### config.mk
export PLATFORM = sky130hd
export DESIGN_NAME = ram4_arbiter_flat
export DESIGN_NICKNAME = d
export VERILOG_FILES = /design/src/rtl/ram4_arbiter_if.sv /design/src/rtl/ram4_arbiter.sv /design/src/flat_wrapper.sv
export SDC_FILE = /design/constraint.sdc
export NUM_CORES = 1
export LEC_CHECK = 0
export ABC_AREA = 1
export ABC_CLOCK_PERIOD_IN_PS = 2800
export CAP_MARGIN = 10
export CORE_ASPECT_RATIO = 1.2
export CORE_MARGIN = 5
export CORE_UTILIZATION = 48
export DETAILED_ROUTE_END_ITERATION = 8
export PLACE_DENSITY = 0.83
export SLEW_MARGIN = 25
export SYNTH_ARGS = -nofsm -noshare
export SYNTH_HDL_FRONTEND = slang
export SYNTH_SLANG_ARGS = --single-unit
### constraint.sdc
create_clock -name clk -period 2.8 [get_ports clk]
set_clock_uncertainty 0.05 [all_clocks]
set_input_delay 0.56 -clock clk [delete_from_list [all_inputs] [get_ports clk]]
set_output_delay 0.56 -clock clk [all_outputs]
set_load 0.02 [all_outputs]
### src/rtl/ram4_arbiter_if.sv
// Bus bundle between two requesters, the arbiter and a 4x4 RAM.
interface ram4_arbiter_if;
  localparam int unsigned AW = 2;
  localparam int unsigned DW = 4;

  logic          req0;
  logic          req1;
  logic          we0;
  logic          we1;
  logic [AW-1:0] addr0;
  logic [AW-1:0] addr1;
  logic [DW-1:0] wdata0;
  logic [DW-1:0] wdata1;
  logic          ack0;
  logic          ack1;
  logic [DW-1:0] rdata;
  logic [1:0]    grant;
  logic          busy;
  logic          ram_cs_n;
  logic          ram_rw;
  logic [AW-1:0] ram_addr;
  logic [DW-1:0] ram_wdata;
  logic [DW-1:0] ram_rdata;

  // Requesters and the RAM model drive this side
  modport master (
    output req0, req1, we0, we1, addr0, addr1, wdata0, wdata1, ram_rdata,
    input  ack0, ack1, rdata, grant, busy, ram_cs_n, ram_rw, ram_addr, ram_wdata
  );

  // Arbiter side
  modport slave (
    input  req0, req1, we0, we1, addr0, addr1, wdata0, wdata1, ram_rdata,
    output ack0, ack1, rdata, grant, busy, ram_cs_n, ram_rw, ram_addr, ram_wdata
  );
endinterface

### src/rtl/ram4_arbiter.sv
// Two-requester round-robin arbiter in front of a 4-word x 4-bit RAM.
// Each access holds the RAM selected for WAIT_CYCLES cycles, then pulses ack.
module ram4_arbiter #(
  parameter int unsigned WAIT_CYCLES = 2
) (
  input  logic          clk,
  input  logic          reset,
  ram4_arbiter_if.slave bus
);
  localparam int unsigned CW = 4;
  localparam int unsigned AW = 2;
  localparam int unsigned DW = 4;

  typedef enum logic [1:0] {
    IDLE   = 2'd0,
    ACCESS = 2'd1,
    DONE   = 2'd2
  } state_t;

  state_t        r_state, w_state_nxt;
  logic          r_ptr, w_ptr_nxt;
  logic [CW-1:0] r_cnt, w_cnt_nxt;
  logic          r_ack0, w_ack0_nxt;
  logic          r_ack1, w_ack1_nxt;
  logic [DW-1:0] r_rdata, w_rdata_nxt;
  logic [1:0]    r_grant, w_grant_nxt;
  logic          r_busy, w_busy_nxt;
  logic          r_cs_n, w_cs_n_nxt;
  logic          r_rw, w_rw_nxt;
  logic [AW-1:0] r_addr, w_addr_nxt;
  logic [DW-1:0] r_wdata, w_wdata_nxt;
  logic          w_any;
  logic          w_win;

  // A lone request always wins; the pointer only breaks ties
  assign w_any = bus.req0 | bus.req1;
  assign w_win = (bus.req0 & bus.req1) ? r_ptr : bus.req1;

  // Next-state and next-output logic; the RAM bus registers double as the latched request
  always_comb begin
    w_state_nxt = r_state;
    w_ptr_nxt   = r_ptr;
    w_cnt_nxt   = r_cnt;
    w_ack0_nxt  = 1'b0;
    w_ack1_nxt  = 1'b0;
    w_rdata_nxt = r_rdata;
    w_grant_nxt = r_grant;
    w_busy_nxt  = r_busy;
    w_cs_n_nxt  = r_cs_n;
    w_rw_nxt    = r_rw;
    w_addr_nxt  = r_addr;
    w_wdata_nxt = r_wdata;

    unique case (r_state)
      IDLE: begin
        if (w_any) begin
          w_state_nxt = ACCESS;
          w_ptr_nxt   = ~w_win;
          w_cnt_nxt   = CW'(WAIT_CYCLES);
          w_grant_nxt = w_win ? 2'b10 : 2'b01;
          w_busy_nxt  = 1'b1;
          w_cs_n_nxt  = 1'b0;
          w_rw_nxt    = w_win ? bus.we1    : bus.we0;
          w_addr_nxt  = w_win ? bus.addr1  : bus.addr0;
          w_wdata_nxt = w_win ? bus.wdata1 : bus.wdata0;
        end
      end
      ACCESS: begin
        if (r_cnt <= CW'(1)) begin
          w_state_nxt = DONE;
          w_cnt_nxt   = '0;
          if (!r_rw) begin
            w_rdata_nxt = bus.ram_rdata;
          end
          w_ack0_nxt  = r_grant[0];
          w_ack1_nxt  = r_grant[1];
          w_cs_n_nxt  = 1'b1;
          w_rw_nxt    = 1'b0;
          w_addr_nxt  = '0;
          w_wdata_nxt = '0;
        end else begin
          w_cnt_nxt = r_cnt - CW'(1);
        end
      end
      DONE: begin
        w_state_nxt = IDLE;
        w_grant_nxt = 2'b00;
        w_busy_nxt  = 1'b0;
      end
      default: begin
        w_state_nxt = IDLE;
        w_grant_nxt = 2'b00;
        w_busy_nxt  = 1'b0;
        w_cs_n_nxt  = 1'b1;
        w_rw_nxt    = 1'b0;
        w_addr_nxt  = '0;
        w_wdata_nxt = '0;
      end
    endcase
  end

  // State and registered outputs; reset aborts any access immediately
  always_ff @(posedge clk or negedge reset) begin
    if (!reset) begin
      r_state <= IDLE;
      r_ptr   <= 1'b0;
      r_cnt   <= '0;
      r_ack0  <= 1'b0;
      r_ack1  <= 1'b0;
      r_rdata <= '0;
      r_grant <= 2'b00;
      r_busy  <= 1'b0;
      r_cs_n  <= 1'b1;
      r_rw    <= 1'b0;
      r_addr  <= '0;
      r_wdata <= '0;
    end else begin
      r_state <= w_state_nxt;
      r_ptr   <= w_ptr_nxt;
      r_cnt   <= w_cnt_nxt;
      r_ack0  <= w_ack0_nxt;
      r_ack1  <= w_ack1_nxt;
      r_rdata <= w_rdata_nxt;
      r_grant <= w_grant_nxt;
      r_busy  <= w_busy_nxt;
      r_cs_n  <= w_cs_n_nxt;
      r_rw    <= w_rw_nxt;
      r_addr  <= w_addr_nxt;
      r_wdata <= w_wdata_nxt;
    end
  end

  assign bus.ack0      = r_ack0;
  assign bus.ack1      = r_ack1;
  assign bus.rdata     = r_rdata;
  assign bus.grant     = r_grant;
  assign bus.busy      = r_busy;
  assign bus.ram_cs_n  = r_cs_n;
  assign bus.ram_rw    = r_rw;
  assign bus.ram_addr  = r_addr;
  assign bus.ram_wdata = r_wdata;
endmodule
### src/flat_wrapper.sv
// flat-port wrapper written by rule: the top's interface ports become plain ports
module ram4_arbiter_flat 
#(
  parameter int unsigned WAIT_CYCLES = 2
)
  (clk, reset, bus_req0, bus_req1, bus_we0, bus_we1, bus_addr0, bus_addr1, bus_wdata0, bus_wdata1, bus_ram_rdata, bus_ack0, bus_ack1, bus_rdata, bus_grant, bus_busy, bus_ram_cs_n, bus_ram_rw, bus_ram_addr, bus_ram_wdata);
  ram4_arbiter_if bus_i ();
  input  logic clk;
  input  logic reset;
  input wire logic [$bits(bus_i.req0)-1:0] bus_req0;
  input wire logic [$bits(bus_i.req1)-1:0] bus_req1;
  input wire logic [$bits(bus_i.we0)-1:0] bus_we0;
  input wire logic [$bits(bus_i.we1)-1:0] bus_we1;
  input wire logic [$bits(bus_i.addr0)-1:0] bus_addr0;
  input wire logic [$bits(bus_i.addr1)-1:0] bus_addr1;
  input wire logic [$bits(bus_i.wdata0)-1:0] bus_wdata0;
  input wire logic [$bits(bus_i.wdata1)-1:0] bus_wdata1;
  input wire logic [$bits(bus_i.ram_rdata)-1:0] bus_ram_rdata;
  output wire logic [$bits(bus_i.ack0)-1:0] bus_ack0;
  output wire logic [$bits(bus_i.ack1)-1:0] bus_ack1;
  output wire logic [$bits(bus_i.rdata)-1:0] bus_rdata;
  output wire logic [$bits(bus_i.grant)-1:0] bus_grant;
  output wire logic [$bits(bus_i.busy)-1:0] bus_busy;
  output wire logic [$bits(bus_i.ram_cs_n)-1:0] bus_ram_cs_n;
  output wire logic [$bits(bus_i.ram_rw)-1:0] bus_ram_rw;
  output wire logic [$bits(bus_i.ram_addr)-1:0] bus_ram_addr;
  output wire logic [$bits(bus_i.ram_wdata)-1:0] bus_ram_wdata;
  assign bus_i.req0 = bus_req0;
  assign bus_i.req1 = bus_req1;
  assign bus_i.we0 = bus_we0;
  assign bus_i.we1 = bus_we1;
  assign bus_i.addr0 = bus_addr0;
  assign bus_i.addr1 = bus_addr1;
  assign bus_i.wdata0 = bus_wdata0;
  assign bus_i.wdata1 = bus_wdata1;
  assign bus_i.ram_rdata = bus_ram_rdata;
  assign bus_ack0 = bus_i.ack0;
  assign bus_ack1 = bus_i.ack1;
  assign bus_rdata = bus_i.rdata;
  assign bus_grant = bus_i.grant;
  assign bus_busy = bus_i.busy;
  assign bus_ram_cs_n = bus_i.ram_cs_n;
  assign bus_ram_rw = bus_i.ram_rw;
  assign bus_ram_addr = bus_i.ram_addr;
  assign bus_ram_wdata = bus_i.ram_wdata;
  ram4_arbiter #(.WAIT_CYCLES(WAIT_CYCLES)) u_core (.clk(clk), .reset(reset), .bus(bus_i));
endmodule
==> impl_metrics.py <==
metrics = {
    "run_status": {
        "run_status": "finished clean",
    },
    "sta": {
        "finalHoldViolations": 0,
        "layout_worst_path_cycle_share_pct": 75.0,
        "fmaxAchievable_ghz": 0.477,
        "relSlewSlack_pct": 67.6,
        "totalNegativeSetupSlack_ps": 0,
        "timing_worst_slew_pin_value_ps": 481,
        "final.setup.worst_slack_ps": 701,
        "setup-violations-final": 0,
        "final.min_clock_period_ps": 2100,
        "rsz0062_at_grt": "no",
        "hold_ws_ps": 445,
        "timing.final.max_slew_violations": 0,
    },
    "worst_setup_path": {
        "rr_worst_depth": 10,
        "worstReg2RegEnd": "u_core.bus.ram_rw$_DFFE_PN0P_",
        "delay_of_the_slowest_critical_path_stage_ps": 610,
        "critical_register_to_register_path_startpoint": "u_core.r_cnt[0]$_DFFE_PN0P_",
        "critical_path.startpoint_type": "register",
        "arrival_ps": 1490,
        "crit_buf_inv": 1,
        "critical_path_required_ps": 2190,
        "critical_path.slowest_cell": "clkdlybuf4s50_1",
        "crit_type": "reg2out",
        "crit_chain": "clkdlybuf4s50_1",
        "timing.reg2reg.setup_slack_ps": 1290,
        "timing.critical_path.fanout_max": 2,
        "cpLargestDelayFamily": "buffers and inverters",
        "worst_setup_path_end_kind": "primary output",
    },
    "clock_tree": {
        "clk_transition_reported_paths_ps": 130,
        "clock_sink_count": 24,
        "clk_path_buf_depth": 2,
        "cts.htree.levels": 1,
        "tritoncts": "yes",
        "ctsResizeCount": 0,
        "postCtsSetupBuffers": 0,
        "clock_latency_ps": 310,
        "cts_made_buffers": 3,
        "hold_buffers": 0,
        "ctsRootBufferMaster": "clkbuf_4",
    },
    "synthesis": {
        "fraction_of_registers_with_async_set_or_reset_after_synthesis_pct": 100,
        "syn_area_per_cell_um2": 8.45,
        "synthesis.nets": 165,
        "yosys_most_used_dff": "dfrtp_1",
        "synth_edf_count": 0,
        "mapped_area_um2": 1190,
        "synth_warnings": 0,
        "number_of_distinct_library_cells_after_synthesis": 22,
        "ys_ff_latch": 24,
        "syn-instance-count": 141,
        "yosysSeqAreaShare_pct": 50.5,
    },
    "floorplanning": {
        "row_count": 19,
        "placeableCoreArea_um2": 2330,
        "boundaryPins": 39,
        "die_height_um": 64.6,
        "initial_utilization_pct": 51.1,
        "floorplan.die.width_um": 55.5,
        "die-area_um2": 3580,
    },
    "min_path": {
        "worst_hold_path.num_cells": 2,
        "timing.hold.worst_endpoint": "u_core.bus.rdata[2]$_DFFE_PN0P_",
        "hold_path_startpoint": "u_core.bus.rdata[2]$_DFFE_PN0P_",
        "worstHoldPathType": "reg2reg",
    },
    "final_layout": {
        "n_antenna_cell": 0,
        "final_layout_size_suffix_gt1_share_pct": 11.0,
        "synthToLayoutAreaGrowth_pct": 38.7,
        "final_cell_mix": "52 x nand2_1, 38 x clkdlybuf4s50_1, 23 x dfrtp_1",
        "finalInstanceArea_um2": 1650,
        "mostFrequentLayoutCell": "nand2_1",
        "nNetsFinal": 207,
    },
    "run": {
        "max-cap-violations": 0,
    },
    "global_route": {
        "grt_usage_pct": 16.3,
        "grt_max_degree": 25,
        "grt_pass1_wl_um": 4640,
        "grt-ovfl-total": 0,
        "initial_antenna_violation_count": 0,
        "grt_pass1_vias": 1084,
    },
    "pwr": {
        "powerDensity_nw_per_um2": 1130,
        "report.power.total_mw": 1.86,
        "power.ir.vdd_worst_mv": 0.620,
        "power.leakage_nw": 0.821,
    },
    "drt": {
        "starting_drt_drc_count": 18,
        "drc_viols": 0,
        "drt-vias-per-instance": 4.86,
        "detail-route-antenna-nets": 0,
        "num_vias": 1035,
        "drt_pre_antenna_iters": 4,
        "post_detailed_route_wirelength_per_cell_um": 12.4,
        "wl_um": 2640,
    },
    "placed_design": {
        "detailed_place_hpwl_um": 2180,
        "placedInstanceArea_um2": 1600,
        "post-place-ws_ps": 839,
        "place.gp.congestion": 0.819,
        "numPortBuffers": 38,
    },
}
## worst max-delay path by stage
stage                               startpoint                                  end  slack, ps  cells after the start
2_1_floorplan      u_core.r_cnt[0]$_DFFE_PN0P_   u_core.bus.ram_addr[0]$_DFFE_PN0P_       1440                     10
5_1_grt        u_core.bus.ram_cs_n$_DFFE_PN1P_                         bus_ram_cs_n        640                      1
3_3_place_gp                          bus_req1  u_core.bus.ram_wdata[0]$_DFFE_PN0P_        860                      7
6_report       u_core.bus.ram_cs_n$_DFFE_PN1P_                         bus_ram_cs_n        700                      1
3_5_place_dp                          bus_req1   u_core.bus.ram_addr[1]$_DFFE_PN0P_        840                      7
4_1_cts        u_core.bus.ram_cs_n$_DFFE_PN1P_                         bus_ram_cs_n        670                      1
## Yosys cell counts, types with 3 or more instances
master / count / area (um2)
nand4_1: 8 / 50.1
inv_1: 12 / 45.0
nand2_1: 52 / 195
nor2_1: 3 / 11.3
o21ai_1: 3 / 15.0
dfrtp_1: 23 / 576
nand2_4: 3 / 33.8
nand3_1: 12 / 60.1
o21ai_0: 5 / 25.0
inv_2: 3 / 11.3
## area by class of cell
class	count	area (um2)
multi-input cells	99	508
well taps	31	38.8
clock buffers	3	22.5
clock inverters	1	30.0
inverters	16	62.6
fillers	210	678
repair buffers	39	388
flip-flops and latches	24	602
## metal layers
metal | wire length (um) | up-vias | global-route usage [%]
met2 | 1460 | 28 | 30.2
met1 | 998 | 464 | 17.2
met5 | 0 | - | 0
li1 | - | 537 | -
met4 | 63 | 0 | 8.81
met3 | 114 | 6 | 3.37
## cells by family after synthesis
| kind of cell | Yosys count | synth area share (%) |
|---|---|---|
| fa+ha+maj | 2 | 2.10 |
| buf+inv | 18 | 6.83 |
| xor+xnor | 1 | 0.735 |
| compound gates | 11 | 4.73 |
| simple gates | 85 | 35.1 |
| flops | 24 | 50.5 |
## stage by stage
step / utilization, % / instances
after CTS: 70.9 / 213
final: 70.9 / 213
after global placement: 68.6 / 209
after detailed placement: 68.6 / 209
after global routing: 70.9 / 213
after floorplan: - / 141
## power by group
group / leakage, nW / switching [mW] / internal [mW]
combinational: 0.492 / 0.619 / 0.397
sequential: 0.302 / 0.103 / 0.496
clock: 0.0279 / 0.103 / 0.145
## sequential cells by signal, indices dropped and copies added, names as in the netlist
signal and count:
u_core.bus.busy 1, u_core.bus.ram_wdata 4, u_core.r_ptr 1, u_core.r_state 2, u_core.bus.ram_addr 2, u_core.bus.ack0 1, u_core.bus.ram_cs_n 1, u_core.bus.ram_rw 1
u_core.bus.grant 2, u_core.bus.rdata 4, u_core.r_cnt 4, u_core.bus.ack1 1
Note: power is estimated with default switching activity, not from simulation.
